===== config.mk =====
export PLATFORM = sky130hd
export DESIGN_NAME = sync_input_conditioner
export DESIGN_NICKNAME = d
export VERILOG_FILES = /design/src/rtl/sync_input_conditioner_pkg.sv /design/src/rtl/sync_input_conditioner_debounce_bit.sv /design/src/rtl/sync_input_conditioner.sv
export SDC_FILE = /design/constraint.sdc
export NUM_CORES = 1
export LEC_CHECK = 0
export ABC_AREA = 1
export CORE_AREA = 2 2 39 41
export DETAILED_ROUTE_END_ITERATION = 8
export DIE_AREA = 0 0 41 43
export PLACE_DENSITY = 0.62
export SETUP_SLACK_MARGIN = 0.5
export SYNTH_ARGS = -nofsm -noshare
export SYNTH_HDL_FRONTEND = slang
export SYNTH_SLANG_ARGS = --single-unit

===== constraint.sdc =====
create_clock -name clk -period 1.2 [get_ports clk]
set_input_delay 0.24 -clock clk [delete_from_list [all_inputs] [get_ports clk]]
set_output_delay 0.24 -clock clk [all_outputs]
set_load 0.02 [all_outputs]

===== src/rtl/sync_input_conditioner_pkg.sv =====
// Shared constants and parameter helpers for the input conditioner.
// Pure compile-time content; no logic.
package sync_input_conditioner_pkg;

    localparam int DEF_THRESH = 4;
    localparam int DEF_CNT_W  = 8;

    // Bits needed to count 0..v-1 (at least 1).
    function automatic int clog2_fn(input int v);
        int n;
        n = 1;
        while ((1 << n) < v) n++;
        return n;
    endfunction

    function automatic bit thresh_ok(input int thresh, input int cnt_w);
        return (thresh >= 1) && (longint'(thresh) <= (longint'(1) << cnt_w));
    endfunction

endpackage


===== src/rtl/sync_input_conditioner_debounce_bit.sv =====
// One bit: consecutive-sample debounce, registered level and edge pulses; q moves THRESH qualified samples after d.
// Optional sticky edge flags under STICKY_EDGE_EN.
module debounce_bit
    import sync_input_conditioner_pkg::*;
#(
    parameter int   THRESH  = DEF_THRESH,
    parameter int   CNT_W   = DEF_CNT_W,
    parameter logic RST_VAL = 1'b0
) (
    input  logic clk,
    input  logic rst,
    input  logic sample_en,
    input  logic d,
`ifdef STICKY_EDGE_EN
    input  logic clr,
    output logic rise_seen,
    output logic fall_seen,
`endif
    output logic q,
    output logic rise,
    output logic fall
);

    localparam logic [CNT_W-1:0] LAST = CNT_W'(THRESH - 1);

    logic [CNT_W-1:0] cnt;

    always_ff @(posedge clk) begin
        if (rst) begin
            q    <= RST_VAL;
            cnt  <= '0;
            rise <= 1'b0;
            fall <= 1'b0;
        end else begin
            rise <= 1'b0;
            fall <= 1'b0;
            if (sample_en) begin
                if (d == q) begin
                    cnt <= '0;
                end else if (cnt == LAST) begin
                    q    <= d;
                    cnt  <= '0;
                    rise <= d;
                    fall <= ~d;
                end else begin
                    cnt <= cnt + 1'b1;
                end
            end
        end
    end

`ifdef STICKY_EDGE_EN
    // Set wins over clear so an edge arriving with clr is never lost.
    always_ff @(posedge clk) begin
        if (rst) begin
            rise_seen <= 1'b0;
            fall_seen <= 1'b0;
        end else begin
            if (rise)     rise_seen <= 1'b1;
            else if (clr) rise_seen <= 1'b0;
            if (fall)     fall_seen <= 1'b1;
            else if (clr) fall_seen <= 1'b0;
        end
    end
`endif

endmodule


===== src/rtl/sync_input_conditioner.sv =====
// W-bit debounce/edge-detect stage after the CDC synchronizer; q and pulses appear THRESH qualified samples after d settles.
// Define STICKY_EDGE_EN to add clr/rise_seen/fall_seen sticky edge flags.
module sync_input_conditioner
    import sync_input_conditioner_pkg::*;
#(
    parameter int           W       = 1,
    parameter int           THRESH  = DEF_THRESH,
    parameter int           CNT_W   = DEF_CNT_W,
    parameter logic [W-1:0] RST_VAL = '0
) (
    input  logic         clk,
    input  logic         rst,
    input  logic         sample_en,
    input  logic [W-1:0] d,
`ifdef STICKY_EDGE_EN
    input  logic [W-1:0] clr,
    output logic [W-1:0] rise_seen,
    output logic [W-1:0] fall_seen,
`endif
    output logic [W-1:0] q,
    output logic [W-1:0] rise,
    output logic [W-1:0] fall
);

    if (!thresh_ok(THRESH, CNT_W)) begin : g_bad_params
        $error("sync_input_conditioner: THRESH must be in 1..2**CNT_W");
    end

    for (genvar i = 0; i < W; i++) begin : g_bit
        debounce_bit #(
            .THRESH  (THRESH),
            .CNT_W   (CNT_W),
            .RST_VAL (RST_VAL[i])
        ) u_bit (
            .clk       (clk),
            .rst       (rst),
            .sample_en (sample_en),
            .d         (d[i]),
`ifdef STICKY_EDGE_EN
            .clr       (clr[i]),
            .rise_seen (rise_seen[i]),
            .fall_seen (fall_seen[i]),
`endif
            .q         (q[i]),
            .rise      (rise[i]),
            .fall      (fall[i])
        );
    end

endmodule

==> metrics.cfg <==
[run_status]
result_of_the_run=complete, no violations

[finish]
insertedDiodeCount=0
layout.filler_cells=125
finalCoreUtilization_pct=52.4
layout-area-overhead-vs-synth_pct=41.9
most-common-layout-cells=15 x sky130_fd_sc_hd__nand2_1, 11 x sky130_fd_sc_hd__inv_1, 9 x sky130_fd_sc_hd__nor2_1, 6 x sky130_fd_sc_hd__nor2_2, 6 x sky130_fd_sc_hd__dfxtp_2
final_nets=95
sequential_cell_area_um2=228
layout_commonest_cell=sky130_fd_sc_hd__nand2_1
drive_above_1_share_pct=37.1
final_cell_count_no_fill=105
multiInputGateArea_um2=294

[yosys]
post_synth_instance_area_um2=510
post_synth_num_cell_types=14
synth-seq-area-share_pct=43.1
synth_top_cells_by_area=sky130_fd_sc_hd__dfxtp_1 43%, sky130_fd_sc_hd__nand2_1 13%, sky130_fd_sc_hd__nor2_1 8.8%, sky130_fd_sc_hd__inv_1 8.1%, sky130_fd_sc_hd__xor2_1 6.9%
syn_area_per_cell_um2=6.99
synthesis.yosys.warnings=0
netlist_instances=73
flip_flop_and_latch_count_after_synthesis=11
synthDominantCellAreaShare_pct=43.1
yosys.area.top_type=sky130_fd_sc_hd__dfxtp_1
synth_nets=78

[detailed_routing]
drt_first_iter_violations=8
antenna_violating_nets_left=0
total_via_count_in_the_routed_design=467
detailedRoute.firstPassIterationCount=4
detail_route.wl_per_cell_um=9.63
via_per_inst=4.45
drc=0
drt-total-wl_um=1010

[run]
drv.max_cap_violation_count=0

[sta]
finalHoldViolCount=0
fmaxAchievable_mhz=874
setup_ws_ns=0.0556
slew_violations=0
worstMarginPinSlew_ns=0.208
worst_slew_margin_rel_pct=86.1
fin_crit_sh_pct=95.4
setup_violations=0
final.setup_skew_ns=0.000807
shortest_clock_period_the_worst_path_allows_after_layout_ns=1.14
rsz0062_at_grt=yes

[floorplanning]
top_level_ports=7
placementRows=14
initial_core_util_pct=36.9
floorplan.die_area_um2=1760
core_area_um2=1380
die_w_um=41
die_h_um=43

[power]
share_clk_of_total_power_pct=37.7
finalPower_w=0.000691
power_switching_w=0.000165
power.sequential.fraction_pct=54.0
power.ir.vdd_worst_mv=0.610
power.switching_fraction_pct=23.9
intPower_w=0.000526
power_density_nw_per_um2=954
total_leakage_power_nw=0.297
power.share.combinational_pct=8.3

[setup_path]
timing.reg2reg.worst_path_depth=8
reg2reg_setup_slack_ns=0.06
type_of_the_worst_setup_path=in -> reg
required_ns=1.37
reg2reg_to=g_bit[0].u_bit.q$_SDFFE_PP0P_
worst-endpoint-arrival_ns=1.31
startpoint_type=input pin
critPathCaptureType=flip-flop
crit_fanout=4
reg2reg_from=g_bit[0].u_bit.cnt[0]$_SDFFE_PP0P_

[global_route]
initial_antenna_violation_count=0
grt_remaining_overflow=0
grt_first_pass_wirelength_um=1660
grt_use_total_pct=14.0
number_of_global_route_vias_before_repair=440
grt_start_max_net_pins=7

[hold_path]
hold_path.startpoint=d
holdCritPathClass=in -> reg
min_to=g_bit[0].u_bit.rise$_SDFF_PP0_
hold_path_depth=3

[placement]
place_congestion=0.780
dp.final_hpwl_um=719
io_buffers=6
dpl.cell_count=100
pre_cts_slack_ns=-0.231

[cts]
cts_bufs_inserted=3
cts_root_buf=sky130_fd_sc_hd__clkbuf_4
path_clk_slew_ns=0.07
cts.sink_count=11
worst_skew_pair.late_latency_ns=0.27
cts_max_path_buffers=2
tritoncts=done
holdBufCountCts=0
ctsHtreeMaxLevel=1

==> power by group through the flow <==
stage / clock network (W) / logic, W / registers, W
floorplan: 0 / 0.0000227 / 0.000382
global placement: 0 / 0.0000489 / 0.000382
detailed placement: 0 / 0.0000489 / 0.000382
CTS: 0.000267 / 0.0000540 / 0.000373
global route: 0.000285 / 0.0000641 / 0.000374
finish: 0.000261 / 0.0000574 / 0.000373
==> cells in the mapped netlist <==
master / instances
sky130_fd_sc_hd__nand3_1: 2
sky130_fd_sc_hd__nand4_1: 2
sky130_fd_sc_hd__a21oi_1: 3
sky130_fd_sc_hd__inv_1: 11
sky130_fd_sc_hd__nand2_2: 1
sky130_fd_sc_hd__ha_1: 1
sky130_fd_sc_hd__or2_2: 1
sky130_fd_sc_hd__nor3_1: 1
sky130_fd_sc_hd__o21ai_0: 3
sky130_fd_sc_hd__xor2_1: 4
sky130_fd_sc_hd__dfxtp_1: 11
sky130_fd_sc_hd__nor2_2: 3
sky130_fd_sc_hd__nand2_1: 18
sky130_fd_sc_hd__nor2_1: 12
==> sequential cells by signal, indices dropped and copies added, names as in the netlist <==
signal            count
g_bit.u_bit.cnt       8
g_bit.u_bit.fall      1
g_bit.u_bit.q         1
g_bit.u_bit.rise      1
==> per-stage QoR <==
step | hold slack [ns] | cell area, µm² | TNS (ns)
after floorplan | 0.302 | 527 | 0
after global placement | 0.482 | 644 | -1.47
after detailed placement | 0.486 | 644 | -1.61
after CTS | 0.515 | 683 | 0
after global routing | 0.337 | 724 | -0.0511
final | 0.320 | 724 | 0
==> how the worst max path moves through the flow <==
| stage | start | end | slack [ns] | cells after the start |
|---|---|---|---|---|
| 6_report | sample_en | g_bit[0].u_bit.cnt[4]$_SDFFE_PP0P_ | 0.06 | 7 |
| 5_1_grt | g_bit[0].u_bit.cnt[1]$_SDFFE_PP0P_ | g_bit[0].u_bit.cnt[7]$_SDFFE_PP0P_ | -0.03 | 7 |
| 4_1_cts | g_bit[0].u_bit.cnt[0]$_SDFFE_PP0P_ | g_bit[0].u_bit.cnt[5]$_SDFFE_PP0P_ | 0.06 | 8 |
| 3_5_place_dp | sample_en | g_bit[0].u_bit.cnt[4]$_SDFFE_PP0P_ | -0.23 | 7 |
| 3_3_place_gp | sample_en | g_bit[0].u_bit.cnt[4]$_SDFFE_PP0P_ | -0.21 | 7 |
| 2_1_floorplan | g_bit[0].u_bit.cnt[1]$_SDFFE_PP0P_ | g_bit[0].u_bit.rise$_SDFF_PP0_ | 0.14 | 7 |
==> kinds of logic after synthesis <==
family / synth area share, %
AO/OA/AOI/OAI: 5.88
flip-flops: 43.1
AND/OR/NAND/NOR: 33.6
XOR/XNOR: 6.86
buffers and inverters: 8.09
adder cells (fa/ha/maj): 2.45
==> area by class of cell <==
cell class / instances / area share (%)
Clock buffer: 4 / 3.63
Inverter: 11 / 5.70
Multi-Input combinational cell: 51 / 40.6
Sequential cell: 11 / 31.4
Tap cell: 16 / 2.76
Timing Repair Buffer: 12 / 15.9
==> routing by layer <==
metal	vias up	GRT usage, %	part of all wire (%)	wire length, µm
met1	204	17.0	49	498
met4	0	10.0	0.99	10
li1	255	-	-	-
met3	2	3.14	3.1	31
met5	-	0	0	0
met2	6	20.6	47	471
==> worst max-delay path: stages <==
cell and delay, ns:
sky130_fd_sc_hd__clkdlybuf4s50_1 0.51, sky130_fd_sc_hd__inv_1 0.11, sky130_fd_sc_hd__nor2_2 0.15, sky130_fd_sc_hd__nand2_1 0.08, sky130_fd_sc_hd__xor2_1 0.14, sky130_fd_sc_hd__inv_1 0.05
sky130_fd_sc_hd__nor2_1 0.03
==> timing repair <==
item | 4_1_cts | 5_1_grt
endpoints found under the setup margin | 14 | 14
pin swaps | 5 | 6
setup buffers | 1 | 0
resized for setup | 16 | 16
Power figures use the tool's default switching activity.
